$ cat src/rtl/datapath_sequencer.sv
// Multicycle control sequencer for the FullDMRFALU datapath.
// Optional addi support is compiled in with SEQ_ADDI_EN.
module datapath_sequencer #(
    parameter logic [5:0] OP_RTYPE = 6'b000000,
    parameter logic [5:0] OP_LW    = 6'b100011,
    parameter logic [5:0] OP_SW    = 6'b101011,
    parameter logic [5:0] OP_BEQ   = 6'b000100
) (
    input  logic        clk,
    input  logic        rst,
    input  logic        instr_valid,
    input  logic [31:0] instr,
    output logic        instr_ready,
    input  logic        Zero,
    output logic        RegWrite,
    output logic        MemWrite,
    output logic        MemRead,
    output logic        MemToReg,
    output logic        ALUSrc,
    output logic [1:0]  ALUOp,
    output logic [5:0]  FuncCode,
    output logic [4:0]  Read1,
    output logic [4:0]  Read2,
    output logic [4:0]  WriteReg,
    output logic [31:0] Imm,
    output logic        done,
    output logic        branch_taken,
    output logic        illegal
);

    typedef enum logic [2:0] {
        IDLE,
        DECODE,
        EXEC,
        MEM,
        WB
    } state_t;

    state_t      state;
    state_t      state_nx;
    logic [31:0] ir;
    logic        loaded;
    logic [5:0]  op;
    logic        is_r;
    logic        is_lw;
    logic        is_sw;
    logic        is_beq;
    logic        is_addi;
    logic        supported;

    always_ff @(posedge clk or posedge rst) begin
        if (rst) begin
            state  <= IDLE;
            ir     <= '0;
            loaded <= 1'b0;
        end else begin
            state <= state_nx;
            if (state == IDLE && instr_valid) begin
                ir     <= instr;
                loaded <= 1'b1;
            end
        end
    end

    // ir resets to an R-type encoding, so gate on loaded
    assign op     = ir[31:26];
    assign is_r   = loaded && (op == OP_RTYPE);
    assign is_lw  = (op == OP_LW);
    assign is_sw  = (op == OP_SW);
    assign is_beq = (op == OP_BEQ);
`ifdef SEQ_ADDI_EN
    assign is_addi = (op == 6'b001000);
`else
    assign is_addi = 1'b0;
`endif
    assign supported = is_r | is_lw | is_sw | is_beq | is_addi;

    assign instr_ready = (state == IDLE) && !rst;
    assign Read1       = ir[25:21];
    assign Read2       = ir[20:16];
    assign FuncCode    = ir[5:0];
    assign Imm         = {{16{ir[15]}}, ir[15:0]};
    assign MemToReg    = is_lw;
    assign ALUSrc      = is_lw | is_sw | is_addi;

    always_comb begin
        ALUOp = 2'b00;
        if (is_r)
            ALUOp = 2'b10;
        else if (is_beq)
            ALUOp = 2'b01;
    end

    always_comb begin
        WriteReg = 5'd0;
        if (is_r)
            WriteReg = ir[15:11];
        else if (is_lw || is_addi)
            WriteReg = ir[20:16];
    end

    always_comb begin
        state_nx     = state;
        RegWrite     = 1'b0;
        MemWrite     = 1'b0;
        MemRead      = 1'b0;
        done         = 1'b0;
        branch_taken = 1'b0;
        illegal      = 1'b0;
        unique case (state)
            IDLE: begin
                if (instr_valid)
                    state_nx = DECODE;
            end
            DECODE: begin
                if (supported) begin
                    state_nx = EXEC;
                end else begin
                    illegal  = 1'b1;
                    done     = 1'b1;
                    state_nx = IDLE;
                end
            end
            EXEC: begin
                if (is_beq) begin
                    done         = 1'b1;
                    branch_taken = Zero;
                    state_nx     = IDLE;
                end else if (is_lw || is_sw) begin
                    state_nx = MEM;
                end else begin
                    state_nx = WB;
                end
            end
            MEM: begin
                if (is_lw) begin
                    MemRead  = 1'b1;
                    state_nx = WB;
                end else begin
                    MemWrite = 1'b1;
                    done     = 1'b1;
                    state_nx = IDLE;
                end
            end
            WB: begin
                RegWrite = (WriteReg != 5'd0);
                done     = 1'b1;
                state_nx = IDLE;
            end
            default: state_nx = IDLE;
        endcase
    end

endmodule

$ cat config.mk
export PLATFORM = sky130hd
export DESIGN_NAME = datapath_sequencer
export DESIGN_NICKNAME = d
export VERILOG_FILES = /design/src/rtl/datapath_sequencer.sv
export SDC_FILE = /design/constraint.sdc
export NUM_CORES = 1
export LEC_CHECK = 0
export BUFFER_PORTS_ARGS = -buffer_cell sky130_fd_sc_hd__buf_2
export CAP_MARGIN = 20
export CORE_ASPECT_RATIO = 1.25
export CORE_UTILIZATION = 30
export CTS_CLUSTER_SIZE = 28
export DETAILED_ROUTE_END_ITERATION = 10
export PLACE_DENSITY = 0.54
export SYNTH_ARGS = -nofsm -noshare
export SYNTH_HDL_FRONTEND = slang
export SYNTH_SLANG_ARGS = --single-unit
$ cat constraint.sdc
create_clock -name clk -period 3.1 [get_ports clk]
set_clock_uncertainty 0.2 [all_clocks]
set_input_delay 0.775 -clock clk [delete_from_list [all_inputs] [get_ports clk]]
set_output_delay 0.775 -clock clk [all_outputs]
set_load 0.02 [all_outputs]
==> results.cfg, run 1 <==
[outcome]
outcome = complete, no violations

[sta]
setup_viol = 0
maxSlewViolCount = 0
relSlewSlack_pct = 68.5
period_minus_slack_ns = 3.03
max_slew.worst_pin.slew_ns = 0.472
max_freq_mhz = 330
hold_viol_final = 0
rsz0062_at_grt = true
period_share_pct = 97.6

[cts]
root_buffer = clkbuf_8
htree_num_levels = 2
clock_latency_ns = 0.28
cts_tree = done
clkSinkCount = 36
clk_pin_slew_ns = 0.07
ctsHoldBuffers = 0
cts_made_buffers = 5
cts_buffer_depth = 2

[yosys]
synth_edf_count = 0
synth_area_per_cell_um2 = 12.0
ys_warn_count = 0
synth_top_cell_area_share_pct = 46.1
synth_cells = 163
synth.top_cells.by_area = dfrtp_1, buf_4, mux2_2
synthArstFlopShare_pct = 100
ys_ff_latch = 36
synthesis.nets = 199
synth_flop_cell = dfrtp_1
synth_top_area_cell = dfrtp_1
netlist-cell-type-count = 32
synth_area_um2 = 1950
seq_area_frac_synth_pct = 46.1

[critical_path]
crit_path_end_kind = output port
worstPathRequired_ns = 2.12
cp_max_fo = 6
startpoint_type = flip-flop
cp.arrival_ns = 2.05
crit_type = reg2out

[power_and_ir_drop]
power_density_nw_per_um2 = 716
leakagePower_nw = 1.16
ir_drop_uv = 329

[grt]
grt_pass1_vias = 1191
grt_usage_pct = 11.3
grt_max_degree = 37
grt_overflow = 0
antenna_found_initial = 0
grt_pass1_wl_um = 5750

[floorplan]
io_pins = 100
rows = 32
die_h_um = 92.2
die_area_um2 = 6840
die_x_um = 74.2
start_util_pct = 31.3
coreArea_um2 = 6250

[finish]
nNetsFinal = 256
drive_gt1_share_pct = 67.0
diodes = 0
syn_to_final_growth_pct = 19.9
stdcell_count = 306
utilization_pct = 37.5
multi_input_area_um2 = 658
seqCellArea_um2 = 901
nFillCells = 637

[routing]
drcViolationCount = 0
avgRoutedWirePerCell_um = 12.5
num_vias = 1348
drtAntennaViolNets = 0
viasPerCell = 4.41
drt_iter0_drc = 35
dr.pass1.iters = 2
wl_um = 3830

[place]
gp_congestion = 0.696
port_buffers = 99
placed_cells = 296
dp_hpwl_um = 2790

[worst_hold_path]
hold_class = reg2reg

[job]
drv_cap = 0
cell type report:
type                            count  share of cell area, %
Clock buffer                        8                   3.85
Inverter                            4                  0.855
Multi-Input combinational cell     69                   28.1
Sequential cell                    36                   38.5
Tap cell                           85                   4.54
Timing Repair Buffer              104                   24.2
final timing paths:
check / slack, ns / cells past startpoint / from / end
setup / recovery: 0.07 / 7 / ir[28] / RegWrite
hold / removal: 0.30 / 1 / ir[23] / ir[23]
setup reg to reg: 1.21 / 3 / state[1] / ir[13]
hold reg to reg: 0.30 / 1 / ir[23] / ir[23]
max in group asynchronous: 1.95 / 3 / rst / ir[25]
min in group asynchronous: 0.41 / 3 / rst / state[0]
state kept, by name, summed over array words and instances, names as in the netlist:
| name | cells |
|---|---|
| state | 3 |
| ir | 32 |
| loaded | 1 |
layer usage:
metal  vias up  GRT usage, %  wire (um)
met5         -             0          0
met4         0          3.85         51
met3         6          3.30        228
met2        69          19.1       1930
met1       640          13.4       1620
li1        633             -          -
timing repair:
action / in CTS / in global routing
buffers inserted: 1 / 1
resized for setup: 4 / 11
endpoints found under the setup margin: 1 / 6
pin swaps: 2 / 6
through the flow:
step | power (mW) | setup slack, ns | hold slack [ns] | TNS (ns) | cell area, um^2
final | 1.68 | 0.0736 | 0.304 | 0 | 2340
after CTS | 1.70 | -0.00637 | 0.312 | -0.00637 | 2290
after global routing | 1.78 | -0.0215 | 0.322 | -0.0619 | 2340
after floorplan | 1.32 | 0.255 | 0.265 | 0 | 1950
after global placement | 1.33 | 0.277 | 0.287 | 0 | 2190
after detailed placement | 1.34 | 0.222 | 0.289 | 0 | 2190
critical path: stages, from the launching register on:
cell	delay, ns
dfrtp_1	0.43
nand4b_1	0.27
or3_4	0.47
inv_6	0.06
buf_4	0.13
a22o_4	0.14
o31a_1	0.15
buf_6	0.12
cells by family after synthesis:
kind of cell	count (synthesis)	share of synthesized area, %
compound gates	15	6.47
buf+inv	58	20.8
flops	36	46.1
mux	31	17.9
simple gates	23	8.78
power by group:
part	leakage (nW)	internal (mW)	switching, mW
sequential	0.423	0.580	0.0955
clock	0.0455	0.181	0.162
combinational	0.696	0.268	0.390
total	1.16	1.03	0.647
cells in the final DEF (no fill, tap or decap), types with 2 or more instances in the layout:
master / count
buf_2: 93
buf_4: 6
buf_6: 5
a21o_1: 2
nor4b_4: 2
a22o_1: 4
clkbuf_8: 6
nor4_1: 3
clkbuf_1: 2
inv_1: 3
nor3_1: 3
dfrtp_1: 36
mux2_1: 2
o21ai_0: 2
nor2_1: 4
mux2_2: 29
synth_stat cells (2+ instances only):
library cell  number
buf_4             49
dfrtp_1           36
mux2_2            29
a22o_1             4
nor2_1             4
buf_2              3
inv_1              3
nor3_1             3
nor4_1             3
a21o_1             2
clkbuf_1           2
mux2_1             2
nor4b_4            2
o21ai_0            2
or3_1              2
(Power assumes the default switching activity.)
==> run 2, diff against run 1 <==
--- a/config.mk
+++ b/config.mk
@@ -5,7 +5,7 @@
 export SDC_FILE = /design/constraint.sdc
 export NUM_CORES = 1
 export LEC_CHECK = 0
-export BUFFER_PORTS_ARGS = -buffer_cell sky130_fd_sc_hd__buf_2
+export BUFFER_PORTS_ARGS = -buffer_cell sky130_fd_sc_hd__buf_4
 export CAP_MARGIN = 20
 export CORE_ASPECT_RATIO = 1.25
 export CORE_UTILIZATION = 30
==> constraint.sdc (replaced) <==
create_clock -name clk -period 3.1 [get_ports clk]
set_clock_uncertainty 0.2 [all_clocks]
set_input_delay 0.775 -clock clk [delete_from_list [all_inputs] [get_ports clk]]
set_output_delay 0.775 -clock clk [all_outputs]
set_load 0.1 [all_outputs]
==> run 2 against run 1 <==
Effect of this change:
- the flow now finishes with violations (negative setup slack)
- highest routed layer unchanged
- maximum frequency decreased by 2.7%
- count of clock-buffer cells in the layout unchanged
- flip-flop and latch count unchanged
==> results.cfg, run 2 (same netlist as run 1, synthesis figures left out) <==
[outcome]
outcome = finished with violations
violations = negative setup slack

[grt]
grt_overflow = 0
antenna_found_initial = 0
grt_max_degree = 37
grt_usage_pct = 13.1
grt_pass1_wl_um = 6850
grt_pass1_vias = 1393

[routing]
drt_iter0_drc = 30
wl_um = 4340
avgRoutedWirePerCell_um = 13.9
dr.pass1.iters = 4
viasPerCell = 4.53
num_vias = 1412
drcViolationCount = 0
drtAntennaViolNets = 0

[cts]
clkSinkCount = 36
cts_tree = done
cts_buffer_depth = 2
root_buffer = clkbuf_8
clk_pin_slew_ns = 0.07
clock_latency_ns = 0.28
ctsHoldBuffers = 0
htree_num_levels = 2
cts_made_buffers = 5

[finish]
top_register = ir
largest_reg_flops = 32
drive_gt1_share_pct = 73.1
syn_to_final_growth_pct = 43.1
final_common_cell = buf_4
stdcell_count = 312
reg.largest.list = ir: 32 flops, state: 3 flops, loaded: 1 flops
diodes = 0
nNetsFinal = 262
mostFrequentLayoutCells = buf_4, dfrtp_1, mux2_2

[place]
placed_cells = 299
gp_congestion = 0.718
dp_hpwl_um = 3230
pre_cts_slack_ns = 0.133
port_buffers = 99

[sta]
period_minus_slack_ns = 3.11
layout_setup_ws_ns = -0.0104
max_slew.worst_pin.slew_ns = 0.493
maxSlewViolCount = 0
hold_viol_final = 0
period_share_pct = 100
max_freq_mhz = 322
rsz0062_at_grt = true
setup_viol = 1
relSlewSlack_pct = 67.1

[floorplan]
die_area_um2 = 6840
io_pins = 100
start_util_pct = 31.3
coreArea_um2 = 6250
die_x_um = 74.2
die_h_um = 92.2
rows = 32

[critical_path]
crit_type = reg2out
startpoint_type = flip-flop
cp_max_fo = 5
cp.arrival_ns = 2.14
crit_path_end_kind = output port
worstPathRequired_ns = 2.12

[worst_hold_path]
hold_class = reg2reg

[job]
drv_cap = 0
run 2: final cells by class:
type	instances	area, um^2
clock buffer	8	90.1
multi-input combinational	69	762
sequential	36	901
timing repair buffer	110	916
inverter	4	20.0
tap	85	106
fill	640	3450
run 2: worst paths after layout:
path | from | end | slack (ns) | cells after the start
max reg2reg | state[1] | ir[2] | 1.22 | 3
min | ir[9] | ir[9] | 0.31 | 1
min reg2reg | ir[9] | ir[9] | 0.31 | 1
max in group asynchronous | rst | ir[12] | 1.94 | 3
max | ir[26] | RegWrite | -0.01 | 5
min in group asynchronous | rst | state[0] | 0.42 | 3
run 2: timing repair:
item | 4_1_cts | 5_1_grt
resized for setup | 19 | 9
pin swaps | 2 | 1
buffers inserted | 4 | 1
endpoints found under the setup margin | 7 | 9
run 2: per-stage QoR:
| step | util (%) | setup TNS, ns | hold WS [ns] | cell area (um^2) |
|---|---|---|---|---|
| after floorplan | - | -0.611 | 0.265 | 2040 |
| after global placement | 40.7 | 0 | 0.293 | 2540 |
| after detailed placement | 40.7 | 0 | 0.302 | 2540 |
| after CTS | 44.1 | -0.146 | 0.319 | 2750 |
| after global routing | 44.8 | -0.383 | 0.334 | 2800 |
| final | 44.8 | -0.0104 | 0.313 | 2800 |
run 2: metal layers:
layer	part of all wire, %	routed length (um)	up-vias	global-route usage, %
met1	40	1730	685	15.3
met5	0	0	-	0
met3	9.8	427	4	4.62
li1	-	-	644	-
met4	0.74	32	0	3.37
met2	50	2150	79	22.2
run 2: worst max-delay path: stages, from the launching register on:
cell and delay (ns):
dfrtp_1 0.38, or4_4 0.57, nor4b_4 0.37, o41a_2 0.23, o31a_4 0.14, buf_12 0.17
Power of run 2 is left out: the tool's default activity adds up to more than one toggle a clock period on the data nets, which glitch-free logic cannot reach.
==> run 3, diff against run 2 <==
--- a/config.mk
+++ b/config.mk
@@ -12,6 +12,7 @@
 export CTS_CLUSTER_SIZE = 28
 export DETAILED_ROUTE_END_ITERATION = 10
 export PLACE_DENSITY = 0.54
+export SKIP_LAST_GASP = 1
 export SYNTH_ARGS = -nofsm -noshare
 export SYNTH_HDL_FRONTEND = slang
 export SYNTH_SLANG_ARGS = --single-unit
==> run 3 against run 2 <==
Effect of this change:
- highest routed layer unchanged
- non-clock buffer count stayed put
- setup slack better by 0.0071 ns
- critical endpoint unchanged
- worst hold slack hardly changed
- via count is 0.28% lower
- die area stayed put
- the run still ends with negative setup slack left
- sequential share of layout area is 0.058 points higher
- core utilization is 0.080 points lower
- register-to-register slack hardly changed
- critical path depth stayed put
- final cell count stayed put
- flip-flop and latch count stayed put
- count of clock-buffer cells in the layout stayed put
==> results.cfg, run 3 (same netlist as run 1, synthesis figures left out) <==
[routing]
highest_layer = met4
drtAntennaViolNets = 0
met3WireLength_um = 418
drt_iter0_drc = 31
dr.pass1.iters = 4
viasPerCell = 4.51
wl_met1_um = 1760
avgRoutedWirePerCell_um = 13.9
routed-wl-met2_um = 2140
drcViolationCount = 0
wl_um = 4350
num_vias = 1408

[finish]
mostFrequentLayoutCells = buf_4, dfrtp_1, mux2_2
drive_gt1_share_pct = 73.1
nFillCells = 641
reg.largest.list = ir: 32 flops, state: 3 flops, loaded: 1 flops
final_common_cell = buf_4
syn_to_final_growth_pct = 42.9
nNetsFinal = 262
top_register = ir
diodes = 0
largest_reg_flops = 32

[sta]
max_freq_mhz = 322
maxSlewViolCount = 0
period_minus_slack_ns = 3.10
max_slew.worst_pin.slew_ns = 0.516
layout_setup_ws_ns = -0.00333
rsz0062_at_grt = true
period_share_pct = 100
relSlewSlack_pct = 65.6
setup_viol = 1
hold_viol_final = 0
setup_tns_ns = -0.00333

[critical_path]
crit_path_end_kind = output port
path_delay_family = simple AND/OR/NAND/NOR gates
cp.arrival_ns = 2.13
startpoint_type = flip-flop
critPathBufInv = 1
worstPathRequired_ns = 2.12
slowest_delay_ns = 0.57
cp_max_fo = 5
slowest_stage = or4_4
crit_type = reg2out
path_cells = or4_4, nor4b_4, o41a_2, o31a_4, buf_12

[grt]
grt_pass1_wl_um = 6810
antenna_found_initial = 0
grt_pass1_vias = 1382
grt_overflow = 0
grt_max_degree = 37
grt_usage_pct = 13.0

[floorplan]
io_pins = 100
die_area_um2 = 6840
rows = 32
die_h_um = 92.2
die_x_um = 74.2
start_util_pct = 31.3
coreArea_um2 = 6250

[place]
pre_cts_slack_ns = 0.133
dp_hpwl_um = 3230
gp_congestion = 0.718
port_buffers = 99

[cts]
ctsHoldBuffers = 0
cts_tree = done
cts_made_buffers = 5
clkSinkCount = 36
clk_pin_slew_ns = 0.07
htree_num_levels = 2
cts_buffer_depth = 2
root_buffer = clkbuf_8
clock_latency_ns = 0.28

[outcome]
violations = negative setup slack
outcome = finished with violations

[job]
drv_cap = 0

[worst_hold_path]
hold_class = reg2reg
-- run 3: cell count changes in the layout (fill, tap and decap cells not counted) --
cell | previous run | this run
buf_8 | 1 | 2
buf_12 | 6 | 5
-- run 3: area by class of cell --
cell class              instances  area [um^2]  area share [%]
clock buffers                   8         90.1            3.23
inverters                       4         20.0           0.717
multi-input cells              69          762            27.3
flip-flops and latches         36          901            32.3
well taps                      85          106            3.81
repair buffers                110          911            32.6
-- run 3: metal layers --
layer | vias up | global-route usage, %
met1 | 681 | 15.4
met5 | - | 0
met2 | 79 | 22.0
met3 | 4 | 4.51
met4 | 0 | 3.37
li1 | 644 | -
-- run 3: worst paths after layout --
check                          from        to  slack (ns)  depth (start not counted)
max                          ir[26]  RegWrite      -0.003                          5
min                           ir[9]     ir[9]        0.31                          1
max reg2reg                state[1]     ir[2]        1.21                          3
min reg2reg                   ir[9]     ir[9]        0.31                          1
max in group asynchronous       rst    ir[12]        1.94                          3
min in group asynchronous       rst  state[0]        0.42                          3
-- run 3: per-stage QoR --
stage | hold slack [ns] | cells | cell area, um^2 | utilization, %
2_1_floorplan | 0.265 | 163 | 2040 | -
3_3_place_gp | 0.293 | 299 | 2540 | 40.7
3_5_place_dp | 0.302 | 299 | 2540 | 40.7
4_1_cts | 0.319 | 311 | 2750 | 44.0
5_1_grt | 0.334 | 312 | 2790 | 44.7
6_report | 0.313 | 312 | 2790 | 44.7
-- run 3: timing repair --
| item | CTS | global route |
|---|---|---|
| pin swaps | 2 | 1 |
| setup endpoints to repair | 7 | 9 |
| buffers inserted | 4 | 1 |
| endpoints found under the hold margin | 0 | 0 |
| gates resized for setup | 18 | 9 |
Power of run 3 is left out for the same reason.
